--- src/rtl/fetch_unit.sv ---
// Instruction fetch front end: credit-limited requests to instruction memory, in-order
// response buffer toward decode, redirect flush with in-flight response dropping.
// Optional misaligned-PC trap buffer entry enabled by defining FETCH_MISALIGN_CHECK_EN.
module fetch_unit #(
    parameter int unsigned FIFO_DEPTH = 2
) (
    input  logic        clk,
    input  logic        rst,
    input  logic [31:0] PC,
    output logic        pc_advance,
    input  logic        redirect,
    output logic        imem_req_valid,
    input  logic        imem_req_ready,
    output logic [31:0] imem_req_addr,
    input  logic        imem_rsp_valid,
    input  logic [31:0] imem_rsp_data,
    output logic        id_valid,
    input  logic        id_ready,
    output logic [31:0] id_instr,
    output logic [31:0] id_pc,
    output logic        id_misalign
);
    localparam int unsigned PW = (FIFO_DEPTH > 1) ? $clog2(FIFO_DEPTH) : 1;
    localparam int unsigned CW = PW + 1;
    localparam int unsigned SW = CW + 1;
    localparam int unsigned DW = PW + 3;
    localparam logic [31:0] NOP_INSTR = 32'h0000_0013;

    logic [PW-1:0]         head_q, head_d, tail_q, tail_d, fill_idx;
    logic [CW-1:0]         ent_q, ent_d, out_q, out_d;
    logic [DW-1:0]         drop_q, drop_d;
    logic [FIFO_DEPTH-1:0] filled_q;
    logic [31:0]           instr_q [FIFO_DEPTH];
    logic [31:0]           pc_q    [FIFO_DEPTH];
    logic                  halt, misal, credit, issue, alloc, rsp_live, rsp_any, pop;

`ifdef FETCH_MISALIGN_CHECK_EN
    logic                  halt_q, halt_d;
    logic [FIFO_DEPTH-1:0] mis_q;
    assign halt        = halt_q;
    assign misal       = (PC[1:0] != 2'b00);
    assign id_misalign = mis_q[head_q];
`else
    assign halt        = 1'b0;
    assign misal       = 1'b0;
    assign id_misalign = 1'b0;
`endif

    // Request side: credit counts filled entries plus requests still in flight.
    assign credit         = (SW'(ent_q) + SW'(out_q)) < SW'(FIFO_DEPTH);
    assign issue          = !redirect && !halt && credit;
    assign imem_req_valid = issue && !misal;
    assign imem_req_addr  = {PC[31:2], 2'b00};
    assign pc_advance     = imem_req_valid && imem_req_ready;
    assign alloc          = issue && (misal || imem_req_ready);

    // Unfilled entries sit just behind the tail; a trap entry (only ever last) is skipped.
    assign fill_idx = tail_q - PW'(out_q) - PW'(halt);
    assign rsp_any  = imem_rsp_valid && ((drop_q != '0) || (out_q != '0));
    assign rsp_live = imem_rsp_valid && (drop_q == '0) && (out_q != '0);

    assign id_valid = filled_q[head_q];
    assign id_instr = instr_q[head_q];
    assign id_pc    = pc_q[head_q];
    assign pop      = id_valid && id_ready;

    always_comb begin
        head_d = head_q;
        tail_d = tail_q;
        ent_d  = ent_q;
        out_d  = out_q;
        drop_d = drop_q;
        if (redirect) begin
            head_d = '0;
            tail_d = '0;
            ent_d  = '0;
            out_d  = '0;
            drop_d = drop_q + DW'(out_q) - DW'(rsp_any);
        end else begin
            head_d = head_q + PW'(pop);
            tail_d = tail_q + PW'(alloc);
            ent_d  = ent_q + CW'(rsp_live) + CW'(issue && misal) - CW'(pop);
            out_d  = out_q + CW'(pc_advance) - CW'(rsp_live);
            if (imem_rsp_valid && (drop_q != '0)) begin
                drop_d = drop_q - DW'(1);
            end
        end
    end

    always_ff @(posedge clk) begin
        if (rst) begin
            head_q   <= '0;
            tail_q   <= '0;
            ent_q    <= '0;
            out_q    <= '0;
            drop_q   <= '0;
            filled_q <= '0;
            for (int i = 0; i < int'(FIFO_DEPTH); i++) begin
                instr_q[i] <= '0;
                pc_q[i]    <= '0;
            end
        end else begin
            head_q <= head_d;
            tail_q <= tail_d;
            ent_q  <= ent_d;
            out_q  <= out_d;
            drop_q <= drop_d;
            if (redirect) begin
                filled_q <= '0;
            end else begin
                if (rsp_live) begin
                    filled_q[fill_idx] <= 1'b1;
                    instr_q[fill_idx]  <= imem_rsp_data;
                end
                if (pop) begin
                    filled_q[head_q] <= 1'b0;
                end
                if (alloc) begin
                    pc_q[tail_q]     <= PC;
                    filled_q[tail_q] <= misal;
                    if (misal) begin
                        instr_q[tail_q] <= NOP_INSTR;
                    end
                end
            end
        end
    end

`ifdef FETCH_MISALIGN_CHECK_EN
    always_comb begin
        halt_d = halt_q;
        if (redirect) begin
            halt_d = 1'b0;
        end else if (issue && misal) begin
            halt_d = 1'b1;
        end
    end

    always_ff @(posedge clk) begin
        if (rst) begin
            halt_q <= 1'b0;
            mis_q  <= '0;
        end else begin
            halt_q <= halt_d;
            if (!redirect && alloc) begin
                mis_q[tail_q] <= misal;
            end
        end
    end
`endif

endmodule

--- config.mk ---
export PLATFORM = sky130hd
export DESIGN_NAME = fetch_unit
export DESIGN_NICKNAME = d
export VERILOG_FILES = /design/src/rtl/fetch_unit.sv
export SDC_FILE = /design/constraint.sdc
export NUM_CORES = 1
export LEC_CHECK = 0
export CORE_UTILIZATION = 49
export DETAILED_ROUTE_END_ITERATION = 10
export MAX_ROUTING_LAYER = met4
export PLACE_DENSITY_LB_ADDON = 0.25
export SLEW_MARGIN = 0
export SYNTH_ARGS = -nofsm -noshare
export SYNTH_HDL_FRONTEND = slang
export SYNTH_SLANG_ARGS = --single-unit
--- constraint.sdc ---
create_clock -name clk -period 3 [get_ports clk]
set_input_delay 0.45 -clock clk [delete_from_list [all_inputs] [get_ports clk]]
set_output_delay 0.45 -clock clk [all_outputs]
set_load 0.05 [all_outputs]
== Yosys cells after proc, flatten, opt, wreduce, memory -nomap -nowiden ==
Memories as Yosys holds them, arrays and structs flattened. A register that Yosys moved wholly into a read port is not among the register bits.
Index checks and enable logic that the tools add are counted.

* Input port bits: 70
* Memories kept: 2
* Bits in writable memories: 128
* Register bits: 12
* Output and inout bits: 100

{| class="wikitable"
|+ Memory list
! name !! words !! width !! read ports !! clocked after Yosys merged registers in !! wr ports !! RTL line !! source
|-
| instr_q || 2 || 32 || 1 || 1 || 2 || 33 || <nowiki>logic [31:0] instr_q [FIFO_DEPTH];</nowiki>
|-
| pc_q || 2 || 32 || 1 || 1 || 2 || 34 || <nowiki>logic [31:0] pc_q [FIFO_DEPTH];</nowiki>
|}

* Multiplexer cells: 35
* Add/sub/neg operators: 11
* Order comparisons: 7
* Bitwise logic cells: 5
* Reductions and logical operators: 19

{| class="wikitable"
|+ Operator list
! operator !! count
|-
| 2-to-1 mux 32 bit || 2
|-
| OR reduction 32 bit || 2
|-
| 2-to-1 mux 1 bit || 21
|-
| 2-to-1 mux 2 bit || 7
|-
| logical AND 1 bit || 10
|-
| 2-to-1 mux 4 bit || 2
|-
| less-than comparator 1 x 2 -> 1 bit, second input constant || 3
|-
| adder 2 x 1 -> 2 bit || 2
|-
| adder 4 x 2 -> 4 bit || 1
|-
| bitwise AND 2 bit || 2
|-
| logical NOT 4 bit || 1
|-
| NOT 2 bit || 2
|-
| nonzero test 2 bit || 2
|-
| nonzero test 4 bit || 1
|-
| subtractor 2 x 1 -> 2 bit || 2
|-
| subtractor 4 x 1 -> 4 bit || 1
|-
| subtractor 4 x 1 -> 4 bit, second input constant || 1
|-
| adder 2 x 2 -> 3 bit || 1
|-
| demux 1 bit (select 1 bit) || 3
|-
| >= comparator 1 bit, second input constant || 3
|-
| less-than comparator 3 x 2 -> 1 bit, second input constant || 1
|-
| adder 1 bit || 2
|-
| OR 2 bit || 1
|-
| OR reduction 2 bit || 1
|-
| other kinds (3) || 3
|}

== Logic depth before layout (Yosys ltp) ==
* Word-level depth: 15
* Depth in mapped cells: 11
* Mapped depth without buffers: 11

== Worst setup path after synthesis ==
Ideal clock, no wire load.

* Path kind: reg-to-reg
* Start: reg out_q[0]
* End: mem pc_q[1][0] (enable)
* Clock period less this slack: 3.130 ns
* Data required time: 2.612 ns
* Path slack: -0.130 ns
* Path buffers: 0
* Setup time: 0.388 ns
* Cell stages (with the launch flop): 6
* Data arrival time: 2.743 ns
* Path through: dfxtp_1 > and2_1 > fa_1 > or4b_4 > inv_1 > a21o_1

{| class="wikitable"
|+ RTL lines
! element !! RTL line !! source
|-
| from (decl) || 30 || <nowiki>logic [CW-1:0] ent_q, ent_d, out_q, out_d;</nowiki>
|-
| from (signal assigned) || 106 || <nowiki>out_q <= out_d;</nowiki>
|-
| to (decl) || 34 ||
|}

== Final worst setup path ==
* Start: reg out_q[0]
* End: out pc_advance

* Cells in the longest elaborated chain, start to end: 4

{| class="wikitable"
|+ Ends and longest elaborated chain
! element !! RTL line !! source
|-
| adder 2 x 2 -> 3 bit || 50 || <nowiki>assign credit = (SW'(ent_q) + SW'(out_q)) < SW'(FIFO_DEPTH);</nowiki>
|-
| less-than comparator 3 x 2 -> 1 bit || 50 ||
|-
| logical AND 1 bit || 51 || <nowiki>assign issue = !redirect && !halt && credit;</nowiki>
|-
| logical AND 1 bit || 54 || <nowiki>assign pc_advance = imem_req_valid && imem_req_ready;</nowiki>
|-
| to (decl) || 10 || <nowiki>output logic pc_advance,</nowiki>
|}

No other way between the ends.

==> flow_summary.toml <==
[grt]
grt_pass1_vias = 4237
grtUsageTotal = 0.204
grt_pass1_wl_um = 21000
gr-total-overflow = 0
grt_antenna_before_repair = 0
grt_max_degree = 66

[floorplan]
die_y_um = 119
core-area_um2 = 13300
dieWidth_um = 119
initial_utilization = 0.503
rows = 42
dieArea_um2 = 14100
io_pins = 170

[clock_tree]
cts_num_sinks = 140
clk_latency_ns = 0.41
cts_tree = "built"
postCtsHoldBufs = 0
clockBufferDepth = 2
htree_num_levels = 4
clkTransAtPathRegs_ns = 0.06
cts_inserted_buffers = 17
clock-root-buffer = "clkbuf_16"

[logic_synthesis]
ys_warn_count = 0
synthArstFlopShare = 0
synth_edf_count = 128
yosys.area_share.xor_xnor = 0.0105
synth_flop_cell = "edfxtp_1"
synth_compound_area_frac = 0.0238
yosysSeqAreaShare = 0.611
avgSynthCellArea_um2 = 13.5
synthMuxAreaShare = 0.109
ys_ff_latch = 140
synthAdderAreaFrac = 0.0266
yosysUniqueCellTypes = 37
synth_top_family_by_area = "simple AND/OR/NAND/NOR gates"
syn_inst = 494
yosys.area_share.simple = 0.149
netlist_area_um2 = 6690

[power_and_ir_drop]
power_frac_clock = 0.405
pwr-share-seq = 0.416
ir_drop_mv = 0.529
power_mw = 5.49
combPwrFrac = 0.180
p_leak_nw = 3.66
swShare = 0.253
powerDensity_nw_per_um2 = 611
switchingPower_mw = 1.39
p_int_mw = 4.10

[routing]
antenna_left = 0
num_vias = 4177
vias_per_cell = 5.10
drt_iter0_drc = 281
routedWlPerCell_um = 16.4
drc = 0
drt_pass1_iterations = 5
drt-total-wl_um = 13400

[finish]
n_antenna_cell = 0
final_common_cell = "clkdlybuf4s50_1"
drive_above_1_share = 0.179
final_cell_mix = "clkdlybuf4s50_1 (164), edfxtp_1 (128), and2_1 (68), mux2_2 (65), and3_1 (64)"
fin_nets = 713
design_area_um2 = 8980
post-route-util = 0.676
areaGrowthSynthToFinish_pct = 34.4

[timing]
period_minus_slack_ns = 2.90
finalCritPeriodShare = 0.966
fin_worst_skew_ns = 0.00890
whs_ns = 0.489
setup_violations = 0
report.final.slew_viol_count = 0
relSlewSlack = 0.552
tightestPinTransition_ns = 0.670
setup_tns_ns = 0
fmax_mhz = 345
hold_viol = 0
rsz0062_at_grt = "false"

[critical_path]
worst-path-max-fanout = 8
reg2reg_depth = 6
cp.arrival_ns = 2.45
crit_required_ns = 2.55
path_class = "flop to output port"
critPathCaptureType = "output port"
startpoint_type = "flop"

[placement]
place_hpwl_um = 8640
placed_area_um2 = 8350
gp_congestion = 0.808
portBuffers = 166

[job]
drv_cap = 0

[min_path]
whs_path_depth = 2
hp-class = "flop to flop"

[status]
status = "finished clean"
-- Yosys cell counts, types with 6 or more instances --
cell | n | area share
edfxtp_1 | 128 | 0.57
and2_1 | 68 | 0.064
mux2_2 | 65 | 0.11
and3_1 | 64 | 0.060
buf_4 | 33 | 0.037
inv_1 | 17 | 0.0095
clkbuf_1 | 16 | 0.0090
dfxtp_1 | 12 | 0.036
ha_1 | 11 | 0.021
nor2_1 | 10 | 0.0056
a21o_1 | 6 | 0.0067
a21oi_1 | 6 | 0.0045
nand2_1 | 6 | 0.0034
xnor2_1 | 6 | 0.0079
-- critical path: stages (launching register included) --
cell     delay (ns)
dfxtp_1        0.46
and2_1         0.18
fa_1           0.43
or4b_4         0.59
inv_1          0.21
buf_12         0.17
-- what timing repair did --
item                                    in CTS  in global routing
resized for setup                            0                  1
endpoints found under the setup margin       0                  1
buffers inserted                             0                  0
-- stage by stage --
stage | cells | setup slack (ns)
final | 819 | 0.102
after global routing | 819 | 0.0139
after CTS | 819 | 0.0341
after detailed placement | 787 | 0.286
after global placement | 787 | 0.411
after floorplan | 496 | 0.124
-- path summary, 6_finish.rpt --
check / start / to / slack [ns]
worst min register to register: filled_q[1] / filled_q[1] / 0.49
worst max-delay path: out_q[0] / pc_advance / 0.10
worst min-delay path: filled_q[1] / filled_q[1] / 0.49
worst max register to register: out_q[0] / pc_q[1][5] / 0.42
-- power groups by stage --
stage,combinational (mW),clock (mW),sequential (mW)
after floorplan,0.676,0,2.31
after global placement,0.958,0,2.31
after detailed placement,0.988,0,2.32
after CTS,0.994,2.26,2.28
after global routing,1.06,2.33,2.29
final,0.986,2.22,2.28
-- sequential cells by signal, indices dropped and copies added (netlist names) --
name,count
drop_q,4
ent_q,2
filled_q,2
head_q,1
instr_q,64
out_q,2
pc_q,64
tail_q,1
-- cells by family (layout without fill, tap and decap cells) --
| group | Yosys count | in the layout |
|---|---|---|
| XOR/XNOR | 8 | 8 |
| flip-flops | 140 | 140 |
| multiplexers | 65 | 65 |
| adder cells (fa/ha/maj) | 13 | 13 |
| AO/OA/AOI/OAI | 24 | 24 |
| AND/OR/NAND/NOR | 163 | 163 |
| other | 1 | 3 |
| buffers and inverters | 80 | 227 |
-- cell type report --
class	instances	area, um2
clock buffer	17	425
sequential	140	4090
inverter	17	63.8
timing repair buffer	178	1810
clock inverter	15	203
multi-input combinational	276	2170
fill	948	4310
tap	176	220
-- routing by layer --
layer	GRT usage	wire length (um)	part of all wire
met2	0.346	7020	0.52
met1	0.233	5710	0.43
met3	0.0478	556	0.041
met4	0.0791	134	0.010
met5	-	0	0
(Power assumes the default switching activity.)
